<file path="src/rtl/cellrv32_sysinfo_ext.sv">
// ---------------------------------------------------------------------------
// cellrv32_sysinfo_ext
// Second-generation system information unit for the CELLRV32 IO space.
// Occupies a 128-byte window at BASE_ADDR and answers every decoded strobe
// with exactly one ack_o or err_o pulse in the following cycle.
//
// Word map (word index = addr_i[6:2]):
//   0..INFO_WORDS-1        INFO       read-only words taken from info_i
//   16                     CTRL       bit0 lock (set-only), bit1 uptime clear
//   17                     UPTIME_LO  live counter[31:0], snapshots [63:32]
//   18                     UPTIME_HI  snapshot taken by the last LO read
//   24..24+NUM_SCRATCH-1   SCRATCH    byte-writable while lock = 0
//
// Optional feature macro: CELLRV32_SYSINFO_UPTIME_EN
//   defined   - 64-bit uptime counter, its HI shadow and CTRL bit1 exist
//   undefined - no counter flops; UPTIME_LO/HI read 0, CTRL bit1 ignored
//
// Ports:
//   clk_i   global clock
//   rst_i   synchronous, active-high reset
//   addr_i  bus address          rden_i / wren_i  read / write strobes
//   ben_i   write byte enables   data_i           write data
//   info_i  INFO_WORDS x 32-bit static configuration words
//   data_o  read data (zero unless ack_o)
//   ack_o   transfer acknowledge err_o            transfer error
// ---------------------------------------------------------------------------
module cellrv32_sysinfo_ext #(
  parameter logic [31:0] BASE_ADDR   = 32'hFFFFFE00,
  parameter int          INFO_WORDS  = 8,
  parameter int          NUM_SCRATCH = 4
) (
  input  logic                      clk_i,
  input  logic                      rst_i,
  input  logic [31:0]               addr_i,
  input  logic                      rden_i,
  input  logic                      wren_i,
  input  logic [3:0]                ben_i,
  input  logic [31:0]               data_i,
  input  logic [32*INFO_WORDS-1:0]  info_i,
  output logic [31:0]               data_o,
  output logic                      ack_o,
  output logic                      err_o
);

  // Keep a one-entry array when no scratch registers are configured so the
  // declarations stay legal; hit_scr never asserts in that case.
  localparam int SCR_N = (NUM_SCRATCH > 0) ? NUM_SCRATCH : 1;

  localparam logic [4:0] W_CTRL  = 5'd16;
  localparam logic [4:0] W_UP_LO = 5'd17;
  localparam logic [4:0] W_UP_HI = 5'd18;
  localparam logic [4:0] W_SCR0  = 5'd24;

  logic        acc_en;
  logic [4:0]  word;
  logic        hit_info, hit_ctrl, hit_lo, hit_hi, hit_scr;
  logic        rd_req, wr_req, rd_ok;
  logic        wr_ctrl, wr_scr;
  logic        resp_ack, resp_err;
  logic [31:0] rd_data;
  logic [31:0] up_lo, up_hi;
  logic        lock_q;
  logic [31:0] scratch_q [SCR_N];

  // Byte offset bits are irrelevant for a word-wide slave.
  logic unused_addr;
  assign unused_addr = ^addr_i[1:0];

  // ---------------------------------------------------------------- decode
  assign acc_en   = (addr_i[31:7] == BASE_ADDR[31:7]);
  assign word     = addr_i[6:2];
  assign hit_info = int'(word) < INFO_WORDS;
  assign hit_ctrl = (word == W_CTRL);
  assign hit_lo   = (word == W_UP_LO);
  assign hit_hi   = (word == W_UP_HI);
  assign hit_scr  = (word >= W_SCR0) && (int'(word - W_SCR0) < NUM_SCRATCH);

  // A strobe with both rden_i and wren_i is neither a read nor a write; it
  // falls through to the error response below.
  assign rd_req   = acc_en & rden_i & ~wren_i;
  assign wr_req   = acc_en & wren_i & ~rden_i;
  assign wr_ctrl  = wr_req & hit_ctrl;
  assign wr_scr   = wr_req & hit_scr & ~lock_q;
  assign resp_ack = (rd_req & rd_ok) | wr_ctrl | wr_scr;
  assign resp_err = acc_en & (rden_i | wren_i) & ~resp_ack;

  // ---------------------------------------------------------- read mux
  always_comb begin
    // NOTE: every always_comb output gets a default first so no path can
    // leave it unassigned and infer a latch.
    rd_data = '0;
    rd_ok   = hit_info | hit_ctrl | hit_lo | hit_hi | hit_scr;
    for (int k = 0; k < INFO_WORDS; k++) begin
      if (hit_info && (word == k[4:0])) rd_data = info_i[32*k +: 32];
    end
    if (hit_ctrl) rd_data = {31'd0, lock_q};  // clear bit reads back 0
    if (hit_lo)   rd_data = up_lo;
    if (hit_hi)   rd_data = up_hi;
    for (int i = 0; i < SCR_N; i++) begin
      if (hit_scr && (word[2:0] == i[2:0])) rd_data = scratch_q[i];
    end
  end

  // ------------------------------------------------- response and state
  always_ff @(posedge clk_i) begin
    // NOTE: state is updated with non-blocking assignments so every flop
    // samples pre-edge values regardless of statement order.
    if (rst_i) begin
      ack_o  <= 1'b0;
      err_o  <= 1'b0;
      data_o <= '0;
      lock_q <= 1'b0;
      // NOTE: the scratch file is small and its reset contents are
      // software-visible, so it is reset like ordinary flops rather than
      // being treated as an unreset RAM.
      for (int i = 0; i < SCR_N; i++) scratch_q[i] <= '0;
    end else begin
      ack_o  <= resp_ack;
      err_o  <= resp_err;
      data_o <= (rd_req && rd_ok) ? rd_data : '0;
      if (wr_ctrl) lock_q <= lock_q | data_i[0];  // sticky until reset
      if (wr_scr) begin
        for (int i = 0; i < SCR_N; i++) begin
          for (int b = 0; b < 4; b++) begin
            if ((word[2:0] == i[2:0]) && ben_i[b])
              scratch_q[i][8*b +: 8] <= data_i[8*b +: 8];
          end
        end
      end
    end
  end

  // ------------------------------------------------------- uptime counter
`ifdef CELLRV32_SYSINFO_UPTIME_EN
  logic [63:0] uptime_q;
  logic [31:0] shadow_q;
  logic        up_clr;
  logic        lo_read;

  assign up_clr  = wr_ctrl & data_i[1];
  assign lo_read = rd_req & hit_lo;

  // Reading LO captures the upper half from the same cycle, so a following
  // HI read returns a value consistent with the LO just returned.
  always_ff @(posedge clk_i) begin
    if (rst_i) begin
      uptime_q <= '0;
      shadow_q <= '0;
    end else if (up_clr) begin
      uptime_q <= '0;               // clear wins over the increment
      shadow_q <= '0;
    end else begin
      uptime_q <= uptime_q + 64'd1;
      if (lo_read) shadow_q <= uptime_q[63:32];
    end
  end

  assign up_lo = uptime_q[31:0];
  assign up_hi = shadow_q;
`else
  assign up_lo = '0;
  assign up_hi = '0;
`endif

endmodule

</file>
<file path="config.mk">
export PLATFORM = sky130hd
export DESIGN_NAME = cellrv32_sysinfo_ext
export DESIGN_NICKNAME = d
export VERILOG_FILES = /design/src/rtl/cellrv32_sysinfo_ext.sv
export SDC_FILE = /design/constraint.sdc
export NUM_CORES = 1
export LEC_CHECK = 0
export ABC_CLOCK_PERIOD_IN_PS = 2400
export BUFFER_PORTS_ARGS = -buffer_cell sky130_fd_sc_hd__clkbuf_2
export CELL_PAD_IN_SITES_DETAIL_PLACEMENT = 1
export CELL_PAD_IN_SITES_GLOBAL_PLACEMENT = 2
export CORE_ASPECT_RATIO = 0.9
export CORE_MARGIN = 10
export CORE_UTILIZATION = 30
export DETAILED_ROUTE_END_ITERATION = 8
export PLACE_DENSITY = 0.78
export SYNTH_ARGS = -nofsm -noshare
export SYNTH_HDL_FRONTEND = slang
export SYNTH_SLANG_ARGS = --single-unit
</file>
<file path="constraint.sdc">
create_clock -name clk_i -period 2.4 [get_ports clk_i]
set_input_delay 0.12 -clock clk_i [delete_from_list [all_inputs] [get_ports clk_i]]
set_output_delay 0.12 -clock clk_i [all_outputs]
set_load 0.01 [all_outputs]
</file>
==> flow_summary.ini <==
[critical_path]
cp.arrival_ns = 2.28
path_max_fanout = 8
slowest_stage = dlygate4sd3_1
crit_family = simple AND/OR/NAND/NOR gates
end_kind = register
critPathKind = in -> reg
crit_required_ns = 2.69
critPathLaunchType = input port
timing.critical_path.buf_inv = 3
cp_cell_sequence = dlygate4sd3_1 -> clkbuf_2 -> nor2b_1 -> nor3b_1 -> buf_4 -> nand2_1 -> nor3_2 -> and2_1
max_stage_delay_ns = 0.54

[power]
p_leak_nw = 5.41
p_int_mw = 5.03
p_sw_share_pct = 26.4
combinationalPowerShare_pct = 13.9
switchingPower_mw = 1.80
clockPowerShare_pct = 40.1
powerDensity_nw_per_um2 = 538
total_power_mw = 6.83
seq_power_share_pct = 45.9
ir_drop_uv = 491

[placement]
globalplace.congestion = 0.830
dp.cells = 1657
hpwl_um = 32100
portBuffers = 359

[synth]
synth_nets = 1234
synthMuxAreaShare_pct = 11.1
synth_cell_type_count = 45
synth.cell_area_um2 = 9480
synth_compound_area_share_pct = 17.9
synth_top_family_by_area = simple AND/OR/NAND/NOR gates
yosysSeqAreaShare_pct = 48.0
yosys.area_share.xor_xnor_pct = 0
syn_inst = 906
synth_fa_ha_area_share_pct = 0
avgSynthCellArea_um2 = 10.5
synth-seq-cells = 163
synth-simple-area-share_pct = 19.5
ys_warn_count = 0

[global_route]
grt_pass1_vias = 10100
gr-usage-all-layers_pct = 20.7
grt_max_degree = 41
grt-ovfl-total = 0
antenna_found_initial = 4
grt_pass1_wl_um = 62900

[floorplan]
die_y_um = 189
core_um2 = 31000
initial_core_util_pct = 30.6
die-area_um2 = 39100
dieWidth_um = 207
num_rows = 61
pin_count = 362

[cts]
cts-buffers-inserted = 17
root_buffer = clkbuf_16
cts_tree = done
clk_pin_slew_ns = 0.07
clockBufferDepth = 2
insertion_delay_ns = 0.44
cts_sinks = 163
h-tree-depth = 4

[run]
maxCapViolations = 0

[routing]
wl_per_cell_um = 24.6
wl_met1_um = 17800
highest_layer = met5
drt-initial-drc-count = 539
via_count = 9119
drt-pass1-iter-count = 4
wl_met3_um = 2550
wl_met2_um = 20900
via_per_inst = 5.35
wl_um = 42000
ant_nets = 0
drc = 0

[cells_and_area]
fin_nets = 1609
syn2layout_area_growth_pct = 34.1
layout-drive-gt1-share_pct = 42.3
layoutNonFillerInstCount = 1706
finalCoreUtilization_pct = 41.0
nFillCells = 3606

[sta]
setup-tns-final_ns = 0
setup_viol = 0
hold_viol = 0
tightest_slew_ns = 0.659
slew_viol_final = 0
period_share_pct = 82.7
holdWs_ns = 0.0115
rsz0062_at_grt = false
slew_headroom_pct = 55.5
fin_crit_ns = 1.98
fmax_mhz = 504
finClkSkew_ns = 0.0122

[hold_path]
hp-class = in -> reg

[status]
outcome = finished clean
==> cell usage after synthesis, drive strengths merged <==
master / count / area, um^2
a211o: 1 / 8.76
a21boi: 1 / 7.51
a21o: 2 / 15.0
a21oi: 61 / 305
a221oi: 1 / 8.76
a311oi: 1 / 8.76
a31o: 16 / 140
a31oi: 3 / 18.8
a41oi: 1 / 8.76
and2: 129 / 807
and2b: 1 / 7.51
and3: 31 / 194
buf: 22 / 129
clkbuf: 54 / 203
dfxtp: 35 / 701
edfxtp: 128 / 3840
inv: 2 / 7.51
mux2: 64 / 721
mux2i: 33 / 330
nand2: 11 / 41.3
nand2b: 2 / 12.5
nand3: 5 / 25.0
nand4: 4 / 25.0
nor2: 69 / 259
nor2b: 6 / 37.5
nor3: 17 / 105
nor3b: 3 / 32.5
nor4: 35 / 244
nor4b: 3 / 26.3
o21a: 2 / 15.0
o21ai: 2 / 10.0
o221a: 32 / 360
o22ai: 123 / 769
o2bb2ai: 1 / 8.76
o41ai: 1 / 8.76
or3: 2 / 12.5
or4: 1 / 7.51
or4b: 1 / 10.0
==> metrics by stage <==
stage / setup WS (ns) / cell area, um^2
2_1_floorplan: 0.532 / 9480
3_3_place_gp: 0.282 / 12000
5_1_grt: 0.289 / 12700
6_report: 0.416 / 12700
3_5_place_dp: 0.153 / 12000
4_1_cts: 0.513 / 12700
==> sequential cells by signal, summed over array words and instances (netlist names) <==
register	flops
ack_o	1
scratch_q	128
data_o	32
err_o	1
lock_q	1
==> layout make-up <==
| class | count | area (um^2) | share of cell area [%] |
|---|---|---|---|
| Multi-Input combinational cell | 665 | 4630 | 36.5 |
| Sequential cell | 163 | 4540 | 35.8 |
| Timing Repair Buffer | 432 | 2420 | 19.1 |
| Tap cell | 409 | 512 | 4.03 |
| Clock buffer | 18 | 429 | 3.38 |
| Clock inverter | 14 | 144 | 1.13 |
| Inverter | 2 | 7.51 | 0.0591 |
| Antenna cell | 3 | 7.51 | 0.0591 |
==> layer usage <==
layer / vias to the layer above / global-route usage [%]
met5: - / 0
li1: 4259 / -
met1: 4481 / 24.8
met2: 340 / 36.1
met4: 2 / 5.47
met3: 37 / 5.24
==> worst register-to-register path: cells and delay by family (launching register included) <==
kind / cells / cell delay [ns]
flops: 1 / 0.34
simple gates: 4 / 1.05
buf+inv: 1 / 0.18
==> final timing paths <==
| path | depth (start not counted) | startpoint | end | slack [ns] |
|---|---|---|---|---|
| worst min-delay path | 2 | data_i[19] | scratch_q[0][19] | 0.01 |
| worst max register to register | 5 | lock_q | scratch_q[0][9] | 0.69 |
| worst max-delay path | 8 | rden_i | scratch_q[0][9] | 0.42 |
| worst min register to register | 1 | scratch_q[3][12] | data_o[12] | 0.53 |
==> logic make-up (layout without fill, tap and decap cells) <==
| family | count (synthesis) | count (layout) |
|---|---|---|
| compound gates | 248 | 248 |
| buf+inv | 78 | 466 |
| flops | 163 | 163 |
| simple gates | 320 | 320 |
| other cells | 0 | 3 |
| mux | 97 | 97 |
==> cell usage in the layout (no fill, tap or decap), drive strengths merged, types with 5 or more instances in the layout <==
master       netlist  final
o22ai            123    123
inv                2      9
a31o              16     16
nand2             11     11
and3              31     31
mux2i             33     33
nor3              17     17
nand3              5      5
clkbuf            54    376
mux2              64     64
o221a             32     32
a21oi             61     61
nor2b              6      6
buf               22     60
nor4              35     35
dfxtp             35     35
and2             129    129
edfxtp           128    128
dlygate4sd3        0     14
nor2              69     69
==> repair_timing <==
action	4_1_cts	5_1_grt
endpoints found under the hold margin	32	0
setup buffers	0	0
hold buffers	14	0
gates resized for setup	0	0
==> power by group through the flow <==
stage / combinational [mW] / sequential, mW / clock [mW]
floorplan: 0.446 / 3.18 / 0
global placement: 0.908 / 3.19 / 0
detailed placement: 0.929 / 3.20 / 0
CTS: 0.956 / 3.13 / 2.78
global route: 1.04 / 3.14 / 2.90
finish: 0.952 / 3.14 / 2.74
Note: power is estimated with default switching activity, not from simulation.
